===== src/rtl/laserdistance_pkg.sv =====
// Shared definitions for the laser-distance BCD display: FSM encoding,
// distance limit and active-low seven-segment patterns ({g,f,e,d,c,b,a}).
package laserdistance_pkg;

  typedef enum logic [1:0] {
    ST_IDLE = 2'd0,
    ST_CONV = 2'd1,
    ST_DONE = 2'd2
  } state_t;

  localparam logic [15:0] MAX_DIST    = 16'd9999;
  localparam int          CONV_CYCLES = 16;

  localparam logic [6:0] SEG_BLANK = 7'b1111111;
  localparam logic [6:0] SEG_0     = 7'b1000000;
  localparam logic [6:0] SEG_1     = 7'b1111001;
  localparam logic [6:0] SEG_2     = 7'b0100100;
  localparam logic [6:0] SEG_3     = 7'b0110000;
  localparam logic [6:0] SEG_4     = 7'b0011001;
  localparam logic [6:0] SEG_5     = 7'b0010010;
  localparam logic [6:0] SEG_6     = 7'b0000010;
  localparam logic [6:0] SEG_7     = 7'b1111000;
  localparam logic [6:0] SEG_8     = 7'b0000000;
  localparam logic [6:0] SEG_9     = 7'b0010000;

endpackage


===== src/rtl/seg7_decode.sv =====
// Combinational BCD-digit to active-low seven-segment decoder with blanking.
// Non-decimal nibbles decode to blank.
module seg7_decode
  import laserdistance_pkg::*;
(
  input  logic [3:0] digit,
  input  logic       blank,
  output logic [6:0] seg
);

  always_comb begin
    seg = SEG_BLANK;
    if (!blank) begin
      case (digit)
        4'd0:    seg = SEG_0;
        4'd1:    seg = SEG_1;
        4'd2:    seg = SEG_2;
        4'd3:    seg = SEG_3;
        4'd4:    seg = SEG_4;
        4'd5:    seg = SEG_5;
        4'd6:    seg = SEG_6;
        4'd7:    seg = SEG_7;
        4'd8:    seg = SEG_8;
        4'd9:    seg = SEG_9;
        default: seg = SEG_BLANK;
      endcase
    end
  end

endmodule


===== src/rtl/distance_bcd_display.sv =====
// Converts a saturated 16-bit distance count to four BCD digits by double
// dabble and multiplexes them onto a four-digit common-anode display.
module distance_bcd_display
  import laserdistance_pkg::*;
#(
  parameter int REFRESH_BITS = 16
) (
  input  logic        clk,
  input  logic        reset,
  input  logic        start,
  input  logic [15:0] din,
  output logic        busy,
  output logic        done,
  output logic [15:0] bcd,
  output logic        ovf,
  output logic [6:0]  seg,
  output logic [3:0]  an
);

  state_t state, next_state;

  logic [4:0]              iter;
  logic                    ovf_pending;
  logic [15:0]             shift_reg;
  logic [15:0]             acc;
  logic [15:0]             acc_adj;
  logic [REFRESH_BITS-1:0] refresh;
  logic [1:0]              digit_idx;
  logic [3:0]              sel_digit;
  logic                    sel_blank;

  function automatic logic [15:0] sat_dist(input logic [15:0] value);
    return (value > MAX_DIST) ? MAX_DIST : value;
  endfunction

  function automatic logic [15:0] dabble_adjust(input logic [15:0] value);
    logic [15:0] res;
    for (int i = 0; i < 4; i++) begin
      res[i*4 +: 4] = (value[i*4 +: 4] >= 4'd5) ? value[i*4 +: 4] + 4'd3
                                                : value[i*4 +: 4];
    end
    return res;
  endfunction

  // FSM state register and next-state logic
  always_ff @(posedge clk or posedge reset) begin
    if (reset) state <= ST_IDLE;
    else       state <= next_state;
  end

  always_comb begin
    next_state = state;
    case (state)
      ST_IDLE: if (start) next_state = ST_CONV;
      ST_CONV: if (iter == 5'(CONV_CYCLES - 1)) next_state = ST_DONE;
      ST_DONE: next_state = ST_IDLE;
      default: next_state = ST_IDLE;
    endcase
  end

  // Control: iteration count, overflow latch, result registers, status
  always_ff @(posedge clk or posedge reset) begin
    if (reset) begin
      iter        <= '0;
      ovf_pending <= 1'b0;
      busy        <= 1'b0;
      done        <= 1'b0;
      bcd         <= 16'h0000;
      ovf         <= 1'b0;
    end else begin
      // busy trails the state by one edge so it spans the done cycle
      busy <= (state != ST_IDLE);
      done <= 1'b0;
      case (state)
        ST_IDLE: if (start) begin
          iter        <= '0;
          ovf_pending <= (din > MAX_DIST);
        end
        ST_CONV: iter <= iter + 5'd1;
        ST_DONE: begin
          bcd  <= acc;
          ovf  <= ovf_pending;
          done <= 1'b1;
        end
        default: ;
      endcase
    end
  end

  // Double-dabble datapath: adjust then shift {acc, shift_reg} left
  assign acc_adj = dabble_adjust(acc);

  always_ff @(posedge clk) begin
    if (state == ST_IDLE && start) begin
      shift_reg <= sat_dist(din);
      acc       <= 16'h0000;
    end else if (state == ST_CONV) begin
      acc       <= {acc_adj[14:0], shift_reg[15]};
      shift_reg <= {shift_reg[14:0], 1'b0};
    end
  end

  // Display multiplexing: free-running refresh counter selects the digit
  always_ff @(posedge clk or posedge reset) begin
    if (reset) begin
      refresh   <= '0;
      digit_idx <= 2'd0;
    end else begin
      refresh <= refresh + 1'b1;
      if (&refresh) digit_idx <= digit_idx + 2'd1;
    end
  end

  always_comb begin
    sel_digit = bcd[3:0];
    sel_blank = 1'b0;
    an        = 4'b1110;
    case (digit_idx)
      2'd0: begin
        sel_digit = bcd[3:0];
        sel_blank = 1'b0;
        an        = 4'b1110;
      end
      2'd1: begin
        sel_digit = bcd[7:4];
        sel_blank = (bcd[15:4] == 12'h000);
        an        = 4'b1101;
      end
      2'd2: begin
        sel_digit = bcd[11:8];
        sel_blank = (bcd[15:8] == 8'h00);
        an        = 4'b1011;
      end
      2'd3: begin
        sel_digit = bcd[15:12];
        sel_blank = (bcd[15:12] == 4'h0);
        an        = 4'b0111;
      end
      default: ;
    endcase
  end

  seg7_decode u_seg7_decode (
    .digit (sel_digit),
    .blank (sel_blank),
    .seg   (seg)
  );

endmodule


===== config.mk =====
export PLATFORM = sky130hd
export DESIGN_NAME = distance_bcd_display
export DESIGN_NICKNAME = d
export VERILOG_FILES = /design/src/rtl/laserdistance_pkg.sv /design/src/rtl/seg7_decode.sv /design/src/rtl/distance_bcd_display.sv
export SDC_FILE = /design/constraint.sdc
export NUM_CORES = 1
export LEC_CHECK = 0
export BUFFER_PORTS_ARGS = -buffer_cell sky130_fd_sc_hd__buf_2
export CORE_MARGIN = 5
export CORE_UTILIZATION = 52
export DETAILED_ROUTE_END_ITERATION = 6
export PLACE_DENSITY = 0.78
export SYNTH_ARGS = -nofsm -noshare
export SYNTH_HDL_FRONTEND = slang
export SYNTH_HIERARCHICAL = 1
export SYNTH_SLANG_ARGS = --single-unit

===== constraint.sdc =====
create_clock -name clk -period 2.2 [get_ports clk]
set_clock_uncertainty 0.1 [all_clocks]
set_input_delay 0.22 -clock clk [delete_from_list [all_inputs] [get_ports clk]]
set_output_delay 0.22 -clock clk [all_outputs]
set_load 0.01 [all_outputs]

Yosys cells after proc, flatten, opt, wreduce, memory -nomap -nowiden
Memory sizes are Yosys's and may differ from the RTL's.
Index checks and enable logic that the tools add are counted.
{"block": "totals", "output_inout_bits": 30, "mem_count": 1, "ff_bits": 77, "rom_bits": 112}
{"block": "op_classes", "magnitude_cmp": 5, "muxes": 17, "eq_ne": 8, "add_sub_neg": 7, "n_reduce_logical": 13}
{"name": "(name not given)", "words": 16, "word_bits": 7, "rd": 1, "rd_clocked_by_memory_dff": 0, "wr": 0, "line": "seg7_decode.sv:14", "source": "case (digit)"}
{"cell": "$mux 16", "count": 3}
{"cell": "$pmux 4 s4", "count": 2}
{"cell": "$add 16x1->16 const B", "count": 1}
{"cell": "$ge 4x3->1 const B", "count": 4}
{"cell": "$gt 16x14->1 const B", "count": 1}
{"cell": "$reduce_and 16->1", "count": 1}
{"cell": "$add 4x2->4 const B", "count": 3}
{"cell": "$logic_not 12->1", "count": 1}
{"cell": "$mux 4", "count": 3}
{"cell": "$pmux 5 s2", "count": 1}
{"cell": "$logic_not 8->1", "count": 1}
{"cell": "$mux 7", "count": 1}
{"cell": "$eq 2x2->1 const B", "count": 3}
{"cell": "$reduce_and 2->1", "count": 3}
{"cell": "$reduce_bool 2->1", "count": 3}
{"cell": "$add 5x1->5 const B", "count": 1}
{"cell": "$eq 5x4->1 const B", "count": 1}
{"cell": "$mux 5", "count": 1}
{"cell": "$eq 2x1->1 const B", "count": 2}
{"cell": "$logic_not 2->1", "count": 2}
{"cell": "$logic_not 4->1", "count": 1}
{"cell": "$mux 2", "count": 2}
{"cell": "$ne 2x2->1 const B", "count": 2}
{"cell": "$pmux 1 s4", "count": 1}
{"cell": "other kinds (6)", "count": 6}

Longest topological paths before layout
An unclocked memory read counts as a cell.
{"block": "logic_depth", "word_depth": 4, "ltp_mapped": 10, "mapped_depth_nobuf": 10}

Modules after synthesis
The synthesis kept the hierarchy.
{"module": "distance_bcd_display", "seq_area_each_um2": 1926.8, "n_inst": 1, "area_each_um2": 3579.7, "cells_each": 337}
{"module": "seg7_decode", "seq_area_each_um2": 0.0, "n_inst": 1, "area_each_um2": 235.2, "cells_each": 33}

Worst setup path before layout
Ideal clock, no wire load.
{"block": "synth_path", "path_type": "reg2out", "startpoint": "register digit_idx[0]", "endpoint": "output port seg[3]", "arrival_ns": 2.064, "path_stages_with_launch": 9, "path_buffers": 0, "setup_slack_ns": -0.184, "required_time_ns": 1.880, "cell_sequence": "dfrtp_1 > inv_1 > ha_1 > clkinv_1 > a21oi_1 > inv_1 > ha_1 > nor3b_2 > a21oi_1"}
{"block": "synth_via", "elab_chain_cells": 4, "elab_cells_between_ends": 8}
{"element": "start: declaration", "line": "distance_bcd_display.sv:28", "source": "logic [1:0] digit_idx;"}
{"element": "start signal: assignment", "line": "distance_bcd_display.sv:110", "source": "if (&refresh) digit_idx <= digit_idx + 2'd1;"}
{"element": "$eq 2x2->1, or another cell as far along", "line": "distance_bcd_display.sv:118", "source": "case (digit_idx)"}
{"element": "$pmux 4 s4 (*)", "line": "distance_bcd_display.sv:118"}
{"element": "named net sel_digit[1]", "line": "distance_bcd_display.sv:29", "source": "logic [3:0] sel_digit;"}
{"element": "$mem_v2 16x7 (*)"}
{"element": "$mux 7 (*)", "line": "seg7_decode.sv:13", "source": "if (!blank) begin"}
{"element": "end: declaration", "line": "distance_bcd_display.sv:16", "source": "output logic [6:0] seg,"}
The timed path passes the listed nets; every way through them passes the cells marked *.

Worst setup path in the final report
Same ends and word-level chain as after synthesis.

==> impl_metrics.py <==
metrics = {
    "synth": {
        "netlist-cell-type-count": 41,
        "async_flop_share": 0.584,
        "yosys_warnings": 6,
        "synth.top_cells.by_count": "sky130_fd_sc_hd__dfrtp_1, sky130_fd_sc_hd__o21ai_0, sky130_fd_sc_hd__nor2_1, sky130_fd_sc_hd__nand2_1, sky130_fd_sc_hd__a21oi_1",
        "largest_cells_by_area_after_synthesis": "sky130_fd_sc_hd__dfrtp_1, sky130_fd_sc_hd__edfxtp_1, sky130_fd_sc_hd__dfxtp_1",
        "synth_seq_cells": 77,
        "synth.most_common_cell": "sky130_fd_sc_hd__dfrtp_1",
        "synth-seq-area-share": 0.505,
        "yosys.area.top_type": "sky130_fd_sc_hd__dfrtp_1",
        "synth_enable_flop_cells": 16,
        "syn-mean-instance-area_um2": 10.3,
        "synth_cells": 370,
        "netlist.area_leader.share": 0.295,
        "net_count_of_the_mapped_netlist": 411,
        "netlist_area_um2": 3810,
        "yosys_most_used_dff": "sky130_fd_sc_hd__dfrtp_1",
    },
    "drt": {
        "detailroute.via_count": 2908,
        "drc_errors": 0,
        "met3_routed_length_um": 349,
        "wl_met2_um": 3900,
        "post_drt_via_cell_ratio": 5.34,
        "first_iter_violations": 174,
        "dr.pass1.iters": 4,
        "wire_per_inst_um": 14.2,
        "wl_met1_um": 3380,
        "maxUsedRoutingLayer": "met4",
        "route.antenna.remaining_nets": 0,
        "finalWirelength_um": 7750,
    },
    "final_layout": {
        "finalInstanceArea_um2": 4620,
        "fraction_of_layout_instances_using_a_drive_strength_above_1": 0.300,
        "relative_area_change_from_synthesis_to_final_layout_pct": 21.2,
        "regArea_um2": 1930,
        "multiInputGateArea_um2": 1840,
        "fillCellCount": 592,
        "utilization": 0.641,
        "design.final.nets": 482,
        "antenna_diode_count": 0,
    },
    "power": {
        "leakage_nw": 2.10,
        "power_report.internal_total_mw": 3.58,
        "peakVddDrop_uv": 718,
        "share_comb_of_total_power": 0.385,
        "seqPwrFrac": 0.425,
        "clock_power_share": 0.190,
        "power_switching_share": 0.368,
        "switching_power_mw": 2.09,
        "power-per-cell-area_nw_per_um2": 1230,
        "finalPower_mw": 5.67,
    },
    "worst_setup_path": {
        "cp.arrival_ns": 2.37,
        "worst-path-max-fanout": 4,
        "path_cells": "inv_2, ha_4, a222oi_1, a21oi_4, inv_2, ha_4, nor3b_4, a21oi_1, buf_2",
        "cp_slowest_stage_delay_ns": 0.51,
        "worst_setup_path_end_kind": "primary output",
        "slowest_stage": "sky130_fd_sc_hd__a222oi_1",
        "worstPathRequired_ns": 1.88,
        "crit_type": "flip-flop to primary output",
        "startpoint_type": "flip-flop",
    },
    "die": {
        "floorplan.io_pins": 49,
        "dieWidth_um": 95.7,
        "placement_rows": 31,
        "floorplan.initialDensity": 0.529,
        "fp.coreArea_um2": 7210,
        "die_area_um2": 9150,
        "fp.dieH_um": 95.7,
    },
    "sta": {
        "fmax_mhz": 371,
        "report.final.slew_viol_count": 0,
        "setup_repair_after_global_routing_missed_its_margin": "true",
        "finalSetupViolations": 7,
        "tightestPinTransition_ns": 0.687,
        "layout_min_cycle_time_ns": 2.69,
        "worst_path_setup_slack_after_routing_ns": -0.494,
        "timing.max_slew.rel_slack": 0.539,
        "final_min_period_over_clock_period": 1.22,
        "final.setup.tns_ns": -3.23,
        "timing_hold_violations_final": 0,
    },
    "cts": {
        "cts_buffers": 9,
        "cts.root.buffer_cell": "sky130_fd_sc_hd__clkbuf_8",
        "htreeDepth": 3,
        "clk_pin_slew_worst_paths_ns": 0.08,
        "clock_sinks": 77,
        "cts_tree": "built",
        "clk-insertion-delay-late_ns": 0.35,
        "cts-root-to-sink-buffers": 2,
    },
    "global_route": {
        "globalRoute.totalOverflow": 0,
        "grt_antenna_before_repair": 0,
        "grt_pass1_wl_um": 13100,
        "first_global_vias": 2871,
        "combined_global_route_utilization_of_all_metal_layers": 0.186,
        "grt_start_max_net_pins": 33,
    },
    "hold_path": {
        "hold_path.class": "primary input to flip-flop",
    },
    "place": {
        "globalplace.congestion": 0.875,
        "placed_cell_area_um2": 4280,
        "port-buffer-count": 48,
        "detailed_place_hpwl_um": 5560,
    },
    "outcome": {
        "run_status": "finished with violations",
        "violations_in_the_final_reports": "setup timing",
    },
    "flow_run": {
        "maxCapViolCount": 0,
    },
}
routing by layer:
metal / GRT usage / vias to the layer above
met5: 0 / -
met4: 0.0723 / 0
met3: 0.0466 / 12
met2: 0.316 / 61
met1: 0.225 / 1396
li1: - / 1439
layout by cell type, fill, tap and decap left out, types with 3 or more instances in the layout:
master,instances
sky130_fd_sc_hd__nor4_1,3
sky130_fd_sc_hd__nand3_1,21
sky130_fd_sc_hd__o21ai_0,32
sky130_fd_sc_hd__ha_4,3
sky130_fd_sc_hd__o32ai_1,3
sky130_fd_sc_hd__ha_1,17
sky130_fd_sc_hd__inv_1,18
sky130_fd_sc_hd__edfxtp_1,16
sky130_fd_sc_hd__nand2b_1,7
sky130_fd_sc_hd__xor2_1,14
sky130_fd_sc_hd__clkbuf_8,9
sky130_fd_sc_hd__nor3_1,5
sky130_fd_sc_hd__a21oi_1,20
sky130_fd_sc_hd__buf_2,48
sky130_fd_sc_hd__nor2_1,29
sky130_fd_sc_hd__a222oi_1,4
sky130_fd_sc_hd__inv_2,4
sky130_fd_sc_hd__mux2_2,21
sky130_fd_sc_hd__and3_1,3
sky130_fd_sc_hd__dfxtp_1,16
sky130_fd_sc_hd__buf_4,22
sky130_fd_sc_hd__a22o_1,3
sky130_fd_sc_hd__dfrtp_1,44
sky130_fd_sc_hd__nor2b_1,4
sky130_fd_sc_hd__nand4_1,4
sky130_fd_sc_hd__xnor2_1,10
sky130_fd_sc_hd__nand2_1,26
what timing repair did:
action / in CTS / in global routing
hold endpoints to repair: 18 / 0
setup endpoints to repair: 7 / 7
hold buffers: 1 / 0
gates resized for setup: 21 / 5
buffers inserted: 2 / 1
pin swaps: 7 / 0
layout make-up:
type,instances,share of cell area
clock buffer,9,0.0268
clock inverter,7,0.0176
multi-input combinational,256,0.397
sequential,77,0.417
inverter,24,0.0198
timing repair buffer,73,0.0947
tap,99,0.0268
worst max-delay path, delay by kind of cell, from the launching register on:
kind                       cells  cell delay, ns
AOI/OAI and AO/OA              3            0.76
and+or+nand+nor                1            0.14
adders and majority gates      2            0.38
buffers and inverters          3            0.34
DFF                            1            0.41
through the flow:
step / std cells / hold WS [ns] / worst slack [ns]
final: 545 / 0.0860 / -0.494
after global routing: 545 / 0.0762 / -0.629
after CTS: 544 / 0.0624 / -0.462
after detailed placement: 525 / 0.162 / -0.194
after global placement: 525 / 0.161 / -0.0977
after floorplan: 370 / 0.318 / -0.0861
power by group through the flow:
stage               Sequential (mW)  Clock (mW)  Combinational [mW]
floorplan                      2.37           0                1.41
global placement               2.41           0                1.99
detailed placement             2.42           0                2.08
CTS                            2.40        1.11                2.16
global route                   2.47        1.17                2.48
finish                         2.41        1.08                2.18
final timing paths:
path | startpoint | end | slack (ns) | cells past startpoint
setup / recovery | digit_idx[0] | seg[3] | -0.49 | 9
hold / removal | din[11] | shift_reg[11] | 0.09 | 2
setup reg to reg | acc[5] | acc[6] | 0.42 | 6
hold reg to reg | shift_reg[15] | acc[0] | 0.35 | 2
max in group asynchronous | reset | bcd[13] | 1.09 | 4
min in group asynchronous | reset | refresh[12] | 0.33 | 3
kinds of logic after synthesis:
logic type               after synthesis  share of synthesized area
flip-flops                            77                      0.505
AO/OA/AOI/OAI                         72                      0.108
adder cells (fa/ha/maj)               22                     0.0722
multiplexers                          22                     0.0649
AND/OR/NAND/NOR                      116                      0.153
buffers and inverters                 37                     0.0420
XOR/XNOR                              24                     0.0551
(Power assumes the default switching activity.)
